<file path="src/rtl/fano_out_serializer.sv">
// Output stage for one fano_decoder channel: buffers decoded words in a FIFO and
// streams them MSB-byte-first over a byte-wide AXI-Stream master with framed tlast.
module fano_out_serializer #(
    parameter int NOB_WIDTH   = 4,
    parameter int FIFO_DEPTH  = 16,
    parameter int FRAME_BYTES = 188,
    parameter int CNT_WIDTH   = 16
) (
    input  logic                         clk,
    input  logic                         reset,
    input  logic                         i_vld,
    input  logic [8*NOB_WIDTH-1:0]       i_dec_data,
    input  logic                         i_flush,
    input  logic                         i_clr_stat,
    output logic                         m_axis_tvalid,
    input  logic                         m_axis_tready,
    output logic [7:0]                   m_axis_tdata,
    output logic                         m_axis_tlast,
    output logic [$clog2(FIFO_DEPTH):0]  o_fifo_level,
    output logic                         o_overflow,
    output logic [CNT_WIDTH-1:0]         o_ovf_cnt
);
    localparam int WORD_W = 8 * NOB_WIDTH;
    localparam int PTR_W  = $clog2(FIFO_DEPTH);
    localparam int LVL_W  = PTR_W + 1;
    localparam int IDX_W  = (NOB_WIDTH > 1) ? $clog2(NOB_WIDTH) : 1;
    localparam int FRM_W  = (FRAME_BYTES > 1) ? $clog2(FRAME_BYTES) : 1;

    typedef enum logic {IDLE, SEND} state_t;

    state_t               r_state;
    state_t               w_state_nxt;
    logic [WORD_W-1:0]    r_mem [FIFO_DEPTH];
    logic [PTR_W-1:0]     r_wr_ptr;
    logic [PTR_W-1:0]     r_rd_ptr;
    logic [LVL_W-1:0]     r_level;
    logic [WORD_W-1:0]    r_shift;
    logic [IDX_W-1:0]     r_byte_idx;
    logic [FRM_W-1:0]     r_frame_cnt;
    logic                 r_tvalid;
    logic                 r_overflow;
    logic [CNT_WIDTH-1:0] r_ovf_cnt;

    logic w_fifo_empty;
    logic w_fifo_full;
    logic w_push;
    logic w_drop;
    logic w_hs;
    logic w_last_byte;
    logic w_pop;
    logic w_shift_en;
    logic w_tvalid_nxt;

    function automatic logic [CNT_WIDTH-1:0] sat_inc(input logic [CNT_WIDTH-1:0] v);
        return (&v) ? v : v + CNT_WIDTH'(1);
    endfunction

    // Room is judged on last cycle's level, so a same-cycle pop never frees a slot.
    assign w_fifo_empty = (r_level == '0);
    assign w_fifo_full  = (r_level == LVL_W'(FIFO_DEPTH));
    assign w_push       = i_vld && !i_flush && !w_fifo_full;
    assign w_drop       = i_vld && !i_flush && w_fifo_full;
    assign w_hs         = r_tvalid && m_axis_tready;
    assign w_last_byte  = (r_byte_idx == IDX_W'(NOB_WIDTH - 1));

    always_ff @(posedge clk or posedge reset) begin
        if (reset) begin
            r_state <= IDLE;
        end else begin
            r_state <= w_state_nxt;
        end
    end

    always_comb begin
        w_state_nxt  = r_state;
        w_pop        = 1'b0;
        w_shift_en   = 1'b0;
        w_tvalid_nxt = r_tvalid;
        if (i_flush) begin
            w_state_nxt  = IDLE;
            w_tvalid_nxt = 1'b0;
        end else begin
            case (r_state)
                IDLE: begin
                    if (!w_fifo_empty) begin
                        w_pop        = 1'b1;
                        w_tvalid_nxt = 1'b1;
                        w_state_nxt  = SEND;
                    end
                end
                SEND: begin
                    if (w_hs) begin
                        if (!w_last_byte) begin
                            w_shift_en = 1'b1;
                        end else if (!w_fifo_empty) begin
                            w_pop = 1'b1;
                        end else begin
                            w_tvalid_nxt = 1'b0;
                            w_state_nxt  = IDLE;
                        end
                    end
                end
                default: w_state_nxt = IDLE;
            endcase
        end
    end

    // Word FIFO
    always_ff @(posedge clk or posedge reset) begin
        if (reset) begin
            for (int i = 0; i < FIFO_DEPTH; i++) r_mem[i] <= '0;
            r_wr_ptr <= '0;
            r_rd_ptr <= '0;
            r_level  <= '0;
        end else if (i_flush) begin
            r_wr_ptr <= '0;
            r_rd_ptr <= '0;
            r_level  <= '0;
        end else begin
            if (w_push) begin
                r_mem[r_wr_ptr] <= i_dec_data;
                r_wr_ptr        <= r_wr_ptr + PTR_W'(1);
            end
            if (w_pop) r_rd_ptr <= r_rd_ptr + PTR_W'(1);
            case ({w_push, w_pop})
                2'b10:   r_level <= r_level + LVL_W'(1);
                2'b01:   r_level <= r_level - LVL_W'(1);
                default: r_level <= r_level;
            endcase
        end
    end

    // Byte serializer and frame counter
    always_ff @(posedge clk or posedge reset) begin
        if (reset) begin
            r_shift     <= '0;
            r_byte_idx  <= '0;
            r_frame_cnt <= '0;
            r_tvalid    <= 1'b0;
        end else begin
            r_tvalid <= w_tvalid_nxt;
            if (i_flush) begin
                r_byte_idx  <= '0;
                r_frame_cnt <= '0;
            end else begin
                if (w_pop) begin
                    r_shift    <= r_mem[r_rd_ptr];
                    r_byte_idx <= '0;
                end else if (w_shift_en) begin
                    r_shift    <= r_shift << 8;
                    r_byte_idx <= r_byte_idx + IDX_W'(1);
                end
                if (w_hs) begin
                    r_frame_cnt <= (r_frame_cnt == FRM_W'(FRAME_BYTES - 1)) ? '0
                                                                             : r_frame_cnt + FRM_W'(1);
                end
            end
        end
    end

    // Overflow statistics; a drop outranks a simultaneous clear.
    always_ff @(posedge clk or posedge reset) begin
        if (reset) begin
            r_overflow <= 1'b0;
            r_ovf_cnt  <= '0;
        end else if (w_drop) begin
            r_overflow <= 1'b1;
            r_ovf_cnt  <= i_clr_stat ? CNT_WIDTH'(1) : sat_inc(r_ovf_cnt);
        end else if (i_clr_stat) begin
            r_overflow <= 1'b0;
            r_ovf_cnt  <= '0;
        end
    end

    assign m_axis_tvalid = r_tvalid;
    assign m_axis_tdata  = r_shift[WORD_W-1 -: 8];
    assign m_axis_tlast  = r_tvalid && (r_frame_cnt == FRM_W'(FRAME_BYTES - 1));
    assign o_fifo_level  = r_level;
    assign o_overflow    = r_overflow;
    assign o_ovf_cnt     = r_ovf_cnt;

endmodule

</file>
<file path="config.mk">
export PLATFORM = sky130hd
export DESIGN_NAME = fano_out_serializer
export DESIGN_NICKNAME = d
export VERILOG_FILES = /design/src/rtl/fano_out_serializer.sv
export SDC_FILE = /design/constraint.sdc
export NUM_CORES = 1
export LEC_CHECK = 0
export CELL_PAD_IN_SITES_DETAIL_PLACEMENT = 1
export CELL_PAD_IN_SITES_GLOBAL_PLACEMENT = 1
export CORE_ASPECT_RATIO = 2
export CORE_UTILIZATION = 38
export CTS_CLUSTER_SIZE = 20
export DETAILED_ROUTE_END_ITERATION = 8
export PLACE_DENSITY = 0.66
export SLEW_MARGIN = 20
export SYNTH_ARGS = -nofsm -noshare
export SYNTH_HDL_FRONTEND = slang
export SYNTH_SLANG_ARGS = --single-unit
export TNS_END_PERCENT = 10
</file>
<file path="constraint.sdc">
create_clock -name clk -period 26.2 [get_ports clk]
set_input_delay 3.93 -clock clk [delete_from_list [all_inputs] [get_ports clk]]
set_output_delay 3.93 -clock clk [all_outputs]
set_load 0.01 [all_outputs]
</file>
Yosys cells after proc, flatten, opt, wreduce, memory -nomap -nowiden
Index checks and enable logic that the tools add are counted.

storage, ports and cells
  bits in registers = 586
  input port bits = 38
  word-level logic and storage cells = 116

operators by class
  add/subtract/negate cells = 7
  order comparisons = 3
  equality and inequality tests = 10
  muxes and demuxes = 45
  bitwise logic cells = 4
  reductions and logical operators = 21

operator list
  operator                                                         number
  512-bit bitwise mux                                              1
  32-bit 2-to-1 mux                                                5
  32-bit binary-select mux with 4-bit select                       1
  32-bit demux with 4-bit select                                   1
  16-bit 2-to-1 mux                                                4
  8-bit 2-to-1 mux                                                 3
  1-bit 2-to-1 mux                                                 18
  16-bit by 1-bit adder with 16-bit output, second input constant  1
  4-bit 2-to-1 mux                                                 4
  16-bit AND reduction                                             1
  5-bit >= comparator, second input constant                       2
  4-bit NOT with 5-bit output                                      2
  5-bit one-hot mux with 2 select lines                            1
  2-bit nonzero test                                               5
  3-bit by 2-bit != test with 1-bit output, second input constant  3
  4-bit by 1-bit adder with 4-bit output, second input constant    2
  8-bit by 1-bit adder with 8-bit output, second input constant    1
  8-bit equality test, second input constant                       1
  1-bit logical AND                                                6
  2-bit 2-to-1 mux                                                 3
  1-bit one-hot mux with 2 select lines                            3
  2-bit AND reduction                                              3
  3-bit nonzero test                                               2
  5-bit by 1-bit adder with 5-bit output, second input constant    1
  13 further kinds                                                 16

Logic depth before layout (Yosys ltp)
Gate-level depths: netlist (run 1).

  depth in word-level cells = 9
  depth in mapped cells = 12
  depth with buffers taken out = 11

Worst setup path after synthesis (run 1)
OpenSTA, ideal clock, no wires.

  path type = input to register
  start point = in m_axis_tready
  end point = reg r_level[4], in the netlist o_fifo_level[4]
  setup time = 0.125 ns
  arrival time = 6.231 ns
  required time = 26.075 ns
  path slack = 19.844 ns
  stages on the path = 11
  path buffers = 1
  path through = nand3_1 -> a221oi_1 -> clkbuf_1 -> and2_1 -> xor2_1 -> ha_1 -> or3_1 -> a21oi_1 -> and3_1 -> o21ai_0 -> mux2_2

on the way
  longest elaborated chain between the ends = 7

RTL lines
  what                                                                                          line  RTL
  start: declaration                                                                            16    input logic m_axis_tready,
  1-bit logical AND *                                                                           63    assign w_hs = r_tvalid && m_axis_tready;
  1-bit 2-to-1 mux *                                                                            92    if (w_hs) begin
  1-bit one-hot mux with 2 select lines *                                                       83    case (r_state)
  1-bit 2-to-1 mux *                                                                            79    if (i_flush) begin
  2-bit by 1-bit equality test with 1-bit output / 2-bit equality test (equally long branches)  125   case ({w_push, w_pop})
  5-bit one-hot mux with 2 select lines                                                         125
  5-bit 2-to-1 mux                                                                              115   end else if (i_flush) begin
  end signal: assignment                                                                        126   2'b10: r_level <= r_level + LVL_W'(1);
  end signal: assignment                                                                        127   2'b01: r_level <= r_level - LVL_W'(1);
  end signal: assignment                                                                        128   default: r_level <= r_level;
  end: declaration                                                                              36    logic [LVL_W-1:0] r_level;

Mark *: on every way between the ends. The rest lies on a longest branch, timed or not.
A chain may end at the register's enable or synchronous reset.

Final worst setup path (run 1)
Ends and elaborated chain as after synthesis.

==> results of run 1 <==
-- area by class of cell --
cell class / count / area share
diodes: 2 / 0.000166
flip-flops and latches: 586 / 0.485
clock inverters: 10 / 0.00331
inverters: 11 / 0.00161
repair buffers: 100 / 0.0315
clock buffers: 86 / 0.0558
multi-input cells: 1142 / 0.385
well taps: 903 / 0.0374
-- flip-flops by register name (all words and copies together) (netlist names) --
register,cells
r_state,1
o_ovf_cnt,16
r_frame_cnt,8
o_overflow,1
r_shift,32
o_fifo_level,5
r_byte_idx,2
r_rd_ptr,4
r_wr_ptr,4
m_axis_tvalid,1
r_mem,512
-- layer usage --
metal / GRT usage / vias up / wire, um
met4: 0.0737 / 2 / 2560
li1: - / 7019 / -
met1: 0.255 / 8901 / 29900
met5: 0 / - / 12
met3: 0.0235 / 136 / 1890
met2: 0.411 / 265 / 42100
-- final timing paths --
path	slack, ns	end	start
hold reg to reg	0.49	r_mem[386]	r_mem[386]
setup / recovery	19.41	o_fifo_level[4]	m_axis_tready
hold / removal	0.49	r_mem[386]	r_mem[386]
max in group asynchronous	19.79	r_rd_ptr[1]	reset
setup reg to reg	22.70	o_fifo_level[4]	r_byte_idx[0]
min in group asynchronous	3.85	r_mem[304]	reset
-- cell families (layout without fill, tap and decap cells) --
logic type	after synthesis	count (layout)	synth area share
adders and majority gates	10	10	0.00463
xor gates and xnor gates	23	23	0.00746
other	0	2	0
DFF	586	586	0.543
and+or+nand+nor	181	181	0.0367
buffers and inverters	177	207	0.0304
AOI/OAI and AO/OA	224	224	0.0597
muxes	704	704	0.318
-- cell usage after synthesis (29+ instances only) --
library cell,count,area [um2]
nor2_1,46,173
o21ai_0,43,215
buf_2,65,325
nand2_1,29,109
mux2i_1,116,1160
nor2b_1,38,238
a221oi_1,50,438
mux2_2,510,5740
clkbuf_1,76,285
a211oi_1,30,225
dfrtp_1,586,14700
mux4_2,71,1600
-- critical path, stage by stage --
cell and delay (ns):
clkdlybuf4s50_1 0.53, nand3_1 0.21, a221oi_4 0.27, buf_4 0.67
and2_1 0.27, xor2_1 0.08, ha_1 0.23, or3_1 0.32
a21oi_1 0.15, and3_1 0.17, o21ai_0 0.12, mux2_2 0.32
-- power groups by stage --
stage	Clock, mW	Sequential [mW]	Combinational [mW]
floorplan	0	1.10	0.435
global placement	0	1.16	0.523
detailed placement	0	1.17	0.541
CTS	0.826	1.15	0.543
global route	0.852	1.17	0.582
finish	0.805	1.15	0.534
-- per-stage QoR --
stage               instances  hold WS [ns]  instance area (um2)
finish                   2840         0.486                30200
global placement         2742         0.463                28400
CTS                      2838         0.489                30200
floorplan                1905         0.451                27000
global route             2838         0.500                30200
detailed placement       2742         0.474                28400
==> results.toml, run 1 <==
[layout]
most-common-layout-cells = "582 x dfrtp_1, 510 x mux2_2, 116 x mux2i_1, 71 x mux4_2, 69 x clkdlybuf4s50_1"
final_util = 0.432
syn2layout_area_growth_pct = 12.0
fillers = 7035
fin_nets = 1944
ff_latch_area_mm2 = 0.0147
drive_gt1_frac = 0.376
multi_input_area_mm2 = 0.0116
layout_commonest_cell = "dfrtp_1"

[sta]
fmax_ghz = 0.147
period_share = 0.259
rsz0062_at_grt = "false"
period_needed_ns = 6.79
maxSlewHeadroom = 0.314
setup_tns_ns = 0
finalMaxSlewViolations = 0
fin_ws_ns = 19.41
skew_ns = 0.0186
worst_pin_slew_ns = 1.03
hold_violations = 0
setup_viol = 0

[power]
switching_share = 0.288
p_comb_frac = 0.215
p_leak_nw = 13.6
clkPwrFrac = 0.323
powerDensity_mw_per_mm2 = 82.4
total_power_mw = 2.49
p_int_mw = 1.77
power.switching_uw = 717
seqPwrFrac = 0.462
peakVddDrop_v = 0.0000556

[clock_tree]
cts_tree = "yes"
cts_resized = 0
path_clk_slew_ns = 0.07
cts.sink_count = 586
clkLatencyLatePin_ns = 0.60
htreeDepth = 2
cts_buffer_depth = 3
cts_made_buffers = 55
clockRootBuffer = "clkbuf_16"
cts.hold.buffers_added = 0
postCtsSetupBuffers = 0

[route]
vias = 16300
via_per_inst = 5.75
drt_iter0_markers = 768
drtAntennaViolNets = 0
drt_wl_total_um = 76400
wire_per_inst_um = 26.9
first_pass_iters = 4
drc = 0

[worst_setup_path]
cp-end-kind = "flop"
cp-start-kind = "primary input"
critPathMaxFanout = 60
worst_r2r_path_depth = 12
cp.arrival_ns = 7.27
cp.required_ns = 26.68
worstSetupPathType = "primary input to flop"

[placement]
hpwl_um = 44600
post-place-ws_ns = 18.80
gp_congestion = 0.758
numPortBuffers = 69

[status]
status = "complete, no violations"

[synthesis]
syn-num-nets = 1953
ys_seq_area_frac = 0.543
synth_edf_count = 0
synth-warning-count = 0
postSynthAreaPerCell_um2 = 14.2
syn_inst = 1905
synthFlopType = "dfrtp_1"
yosysUniqueCellTypes = 56
netlist_area_mm2 = 0.0270
yosys_register_bits = 586
synthArstFlopShare = 1.00

[global_route]
grt_pass1_vias = 18700
grt_max_degree = 183
grt_overflow = 0
grt.total_usage = 0.219
antenna_found_initial = 9
grt_pass1_wl_um = 118000

[floorplanning]
row_count = 137
die_w_um = 190
core_mm2 = 0.0699
initial_utilization = 0.386
die_area_mm2 = 0.0722
ioPinCount = 70
fp.dieH_um = 379

[flow_run]
maxCapViolCount = 0

[min_path]
hold_path_class = "flop to flop"
worstHoldPathCells = 1
(Power assumes the default switching activity.)
==> inputs of run 2 (changes only) <==
- PLACE_DENSITY: 0.66 -> 0.68
- clock period: 26.2 -> 6.1 ns (I/O delays scaled with it)
==> run 2 against run 1 <==
  * Largest cell class unchanged
  * Sequential power rose to 4.3 times the previous value
  * Critical path type is now flop to primary output
  * Critical path depth down 8
  * Largest power group unchanged
  * Hold slack worse by 0.0039 ns
==> results.toml, run 2 (same netlist as run 1, synthesis figures left out) <==
[status]
status = "complete, no violations"

[placement]
gp_congestion = 0.783
hpwl_um = 48100
numPortBuffers = 69

[worst_setup_path]
cp.required_ns = 5.18
crit_path_max_incr_delay_ns = 0.55
worstSetupPathType = "flop to primary output"
critPathMaxFanout = 5
cp-end-kind = "primary output"
cp-start-kind = "flop"
cp.arrival_ns = 2.52
crit_chain = "nand3_1 -> nor3_1 -> and3_1 -> clkdlybuf4s50_1"
cp_slowest_cell = "clkdlybuf4s50_1"

[sta]
maxSlewHeadroom = 0.373
rsz0062_at_grt = "false"
fmax_ghz = 0.291
whs_ns = 0.482
setup_tns_ns = 0
worst_pin_slew_ns = 0.941
period_share = 0.564
finalMaxSlewViolations = 0
hold_violations = 0
setup_viol = 0
period_needed_ns = 3.44
skew_ns = 0.0278

[clock_tree]
cts_resized = 0
path_clk_slew_ns = 0.07
htreeDepth = 2
cts_tree = "yes"
clockRootBuffer = "clkbuf_16"
postCtsSetupBuffers = 0
cts.hold.buffers_added = 0
clkLatencyLatePin_ns = 0.62
cts.sink_count = 586
cts_made_buffers = 55
cts_buffer_depth = 3

[power]
power.switching_mw = 3.20
p_leak_nw = 13.7
p_int_mw = 7.78
powerDensity_mw_per_mm2 = 360
seqPwrFrac = 0.451
peakVddDrop_v = 0.000311
switching_share = 0.292
p_comb_frac = 0.216
clkPwrFrac = 0.333

[layout]
fillers = 7075
drive_gt1_frac = 0.381
top_register = "r_mem"
syn2layout_area_growth_pct = 13.0
largest_register_ffs = 512
most-common-layout-cells = "582 x dfrtp_1, 510 x mux2_2, 116 x mux2i_1, 71 x mux4_2, 69 x clkdlybuf4s50_1"
fin_nets = 1955
layout_commonest_cell = "dfrtp_1"

[global_route]
antenna_found_initial = 3
grt_max_degree = 138
grt.total_usage = 0.219
grt_overflow = 0
grt_pass1_wl_um = 118000
grt_pass1_vias = 18600

[floorplanning]
initial_utilization = 0.386
core_mm2 = 0.0699
ioPinCount = 70
die_area_mm2 = 0.0722
fp.dieH_um = 379
die_w_um = 190
row_count = 137

[route]
drtAntennaViolNets = 0
first_pass_iters = 6
vias = 16500
drt_iter0_markers = 831
drc = 0
drt_wl_total_um = 76200
wire_per_inst_um = 26.7
via_per_inst = 5.77

[flow_run]
maxCapViolCount = 0

[min_path]
hold_path_class = "flop to flop"
[run 2: worst paths after layout]
| kind | slack, ns | endpoint | cells after the start | start |
|---|---|---|---|---|
| setup reg to reg | 2.85 | r_mem[369] | 6 | o_fifo_level[2] |
| hold / removal | 0.48 | r_mem[490] | 1 | r_mem[490] |
| min in group asynchronous | 0.79 | r_mem[371] | 2 | reset |
| setup / recovery | 2.66 | m_axis_tlast | 4 | r_frame_cnt[3] |
| hold reg to reg | 0.48 | r_mem[490] | 1 | r_mem[490] |
| max in group asynchronous | 3.87 | r_rd_ptr[1] | 4 | reset |
[run 2: worst max-delay path, delay by kind of cell, from the launching register on]
kind                   cells  cell delay (ns)
AND/OR/NAND/NOR            3             0.96
buffers and inverters      1             0.55
flip-flops                 1             0.40
[run 2: power by group through the flow]
| stage | logic, mW | registers, mW | clock network [mW] |
|---|---|---|---|
| after floorplan | 1.87 | 4.72 | 0 |
| after global placement | 2.34 | 4.98 | 0 |
| after detailed placement | 2.40 | 5.03 | 0 |
| after CTS | 2.41 | 4.96 | 3.74 |
| after global routing | 2.57 | 5.02 | 3.87 |
| final | 2.37 | 4.95 | 3.65 |
[run 2: area by class of cell]
| type | count | area (um2) | area share |
|---|---|---|---|
| Sequential cell | 586 | 14700 | 0.481 |
| Multi-Input combinational cell | 1142 | 11600 | 0.381 |
| Clock buffer | 80 | 1600 | 0.0525 |
| Tap cell | 903 | 1130 | 0.0370 |
| Timing Repair Buffer | 111 | 1110 | 0.0365 |
| Clock inverter | 21 | 302 | 0.00989 |
| Inverter | 11 | 45.0 | 0.00148 |
| Antenna cell | 2 | 5.00 | 0.000164 |
[run 2: metrics by stage]
step	total power [mW]	util	std cells	setup WS [ns]	instance area, um2
after floorplan	6.59	-	1905	-2.80	27000
after global placement	7.32	0.408	2750	2.08	28500
after detailed placement	7.43	0.409	2752	2.01	28600
after CTS	11.1	0.436	2853	2.64	30500
after global routing	11.5	0.436	2855	2.60	30500
final	11.0	0.436	2856	2.66	30500
[run 2: routing by layer]
layer | up-vias | track usage | routed length, um
met2 | 310 | 0.410 | 42200
li1 | 7070 | - | -
met5 | - | 0 | 0
met3 | 155 | 0.0221 | 2000
met4 | 0 | 0.0889 | 3030
met1 | 8957 | 0.250 | 28900
==> inputs of run 3 (changes only) <==
- PLACE_DENSITY: 0.68 -> 0.66
- clock period: 6.1 -> 3.2 ns (I/O delays scaled with it)
==> run 3 against run 2 <==
  * Die area did not move
  * Critical path depth did not move
  * Utilization rose by 0.71 points
  * Non-clock buffer count rose by 36
  * Highest routed layer is now met5
  * Worst setup slack got worse by 2.4 ns
  * Global-route usage rose by 0.29 points
==> results.toml, run 3 (same netlist as run 1, synthesis figures left out) <==
[clock_tree]
cts.hold.buffers_added = 0
path_clk_slew_ns = 0.07
cts_tree = "yes"
cts_made_buffers = 54
cts_resized = 0
htreeDepth = 2
postCtsSetupBuffers = 0
clkLatencyLatePin_ns = 0.62
cts_buffer_depth = 3
cts.sink_count = 586
clockRootBuffer = "clkbuf_16"

[global_route]
antenna_found_initial = 6
grt_pass1_vias = 18800
grt.total_usage = 0.222
grt_overflow = 0
grt_max_degree = 124
grt_pass1_wl_um = 119000

[sta]
worst_pin_slew_ns = 0.885
skew_ns = 0.0249
fin_ws_ns = 0.268
fmax_ghz = 0.341
setup_viol = 0
maxSlewHeadroom = 0.409
hold_violations = 0
period_share = 0.916
setup_tns_ns = 0
period_needed_ns = 2.93
finalMaxSlewViolations = 0
rsz0062_at_grt = "false"

[layout]
drive_gt1_frac = 0.393
layout_commonest_cell = "dfrtp_1"
top_register = "r_mem"
antennaDiodeCount = 0
syn2layout_area_growth_pct = 14.8
fin_nets = 1990
final_util = 0.443
fillers = 6975
most-common-layout-cells = "582 x dfrtp_1, 510 x mux2_2, 116 x mux2i_1, 71 x mux4_2, 69 x clkdlybuf4s50_1"
largest_register_ffs = 512

[power]
power.switching_mw = 6.05
seqPwrFrac = 0.442
powerDensity_mw_per_mm2 = 678
p_leak_nw = 13.9
p_int_mw = 15.0
p_comb_frac = 0.223
switching_share = 0.288
clkPwrFrac = 0.335
peakVddDrop_v = 0.000407

[worst_setup_path]
cp_slowest_cell = "clkdlybuf4s50_1"
path_depth = 4
cp-end-kind = "primary output"
worstSetupPathType = "flop to primary output"
cp-start-kind = "flop"
worst_r2r_path_depth = 10
cp_top_family = "simple AND/OR/NAND/NOR gates"
crit_chain = "nand3_1 -> nor3_1 -> and3_1 -> clkdlybuf4s50_1"
worstPathBufferInverterCount = 1
critPathMaxFanout = 5
r2r_slack_ns = 0.28
cp.required_ns = 2.72
cp.arrival_ns = 2.45
crit_path_max_incr_delay_ns = 0.53

[route]
via_per_inst = 5.73
wire_per_inst_um = 26.6
first_pass_iters = 4
vias = 16600
drt_iter0_markers = 778
drt_wl_total_um = 76900
drtAntennaViolNets = 0
drc = 0

[placement]
numPortBuffers = 69
gp_congestion = 0.798
hpwl_um = 47900
post-place-ws_ns = 0.128

[min_path]
hold_path_class = "primary input to async pin"

[floorplanning]
core_mm2 = 0.0699
die_w_um = 190
ioPinCount = 70
row_count = 137
fp.dieH_um = 379
initial_utilization = 0.386
die_area_mm2 = 0.0722

[flow_run]
maxCapViolCount = 0

[status]
status = "complete, no violations"
==> run 3: cell types whose count changed in the layout (fill, tap and decap cells not counted), sizes merged <==
cell,before,now
buf,42,78
bufinv,7,8
clkbuf,80,78
clkinv,13,8
clkinvlp,2,4
diode,2,0
inv,10,12
==> run 3: per-layer routing <==
layer | vias to the layer above | GRT usage | routed length, um
met5 | - | 0 | 13
met4 | 2 | 0.0909 | 3040
met3 | 148 | 0.0316 | 2880
met2 | 340 | 0.412 | 42100
met1 | 8925 | 0.250 | 28800
li1 | 7147 | - | -
==> run 3: worst paths after layout <==
| path | startpoint | to |
|---|---|---|
| worst max-delay path | r_frame_cnt[3] | m_axis_tlast |
| worst min-delay path | reset | r_mem[504] |
| worst max register to register | o_fifo_level[1] | o_fifo_level[4] |
| worst min register to register | r_mem[489] | r_mem[489] |
| max in group asynchronous | reset | r_mem[143] |
| min in group clk | r_mem[489] | r_mem[489] |
==> run 3: per-stage QoR <==
step / cells / instance area [um2] / hold slack, ns / power, mW
2_1_floorplan: 1905 / 27000 / 0.451 / 12.6
3_3_place_gp: 2789 / 29100 / 0.461 / 14.0
3_5_place_dp: 2789 / 29100 / 0.474 / 14.2
4_1_cts: 2888 / 31000 / 0.243 / 21.3
5_1_grt: 2888 / 31000 / 0.268 / 22.0
6_report: 2888 / 31000 / 0.252 / 21.0
==> run 3: worst register-to-register path: cells and delay by family, from the launching register on <==
family | cells | cell delay, ns
AO/OA/AOI/OAI | 2 | 0.26
XOR/XNOR | 1 | 0.08
adder cells (fa/ha/maj) | 1 | 0.23
flip-flops | 1 | 0.52
multiplexers | 1 | 0.32
AND/OR/NAND/NOR | 5 | 1.39
==> run 3: final cells by class <==
type / instances / area [um2] / share of cell area
well taps: 903 / 1130 / 0.0364
clock inverters: 21 / 338 / 0.0109
inverters: 11 / 45.0 / 0.00145
clock buffers: 78 / 1580 / 0.0511
flip-flops and latches: 586 / 14700 / 0.473
multi-input cells: 1142 / 11600 / 0.375
repair buffers: 147 / 1600 / 0.0517
==> run 3: power groups by stage <==
| stage | Combinational (mW) | Sequential, mW | Clock [mW] |
|---|---|---|---|
| after floorplan | 3.56 | 9.00 | 0 |
| after global placement | 4.63 | 9.33 | 0 |
| after detailed placement | 4.77 | 9.43 | 0 |
| after CTS | 4.78 | 9.29 | 7.23 |
| after global routing | 5.09 | 9.42 | 7.45 |
| final | 4.68 | 9.29 | 7.05 |
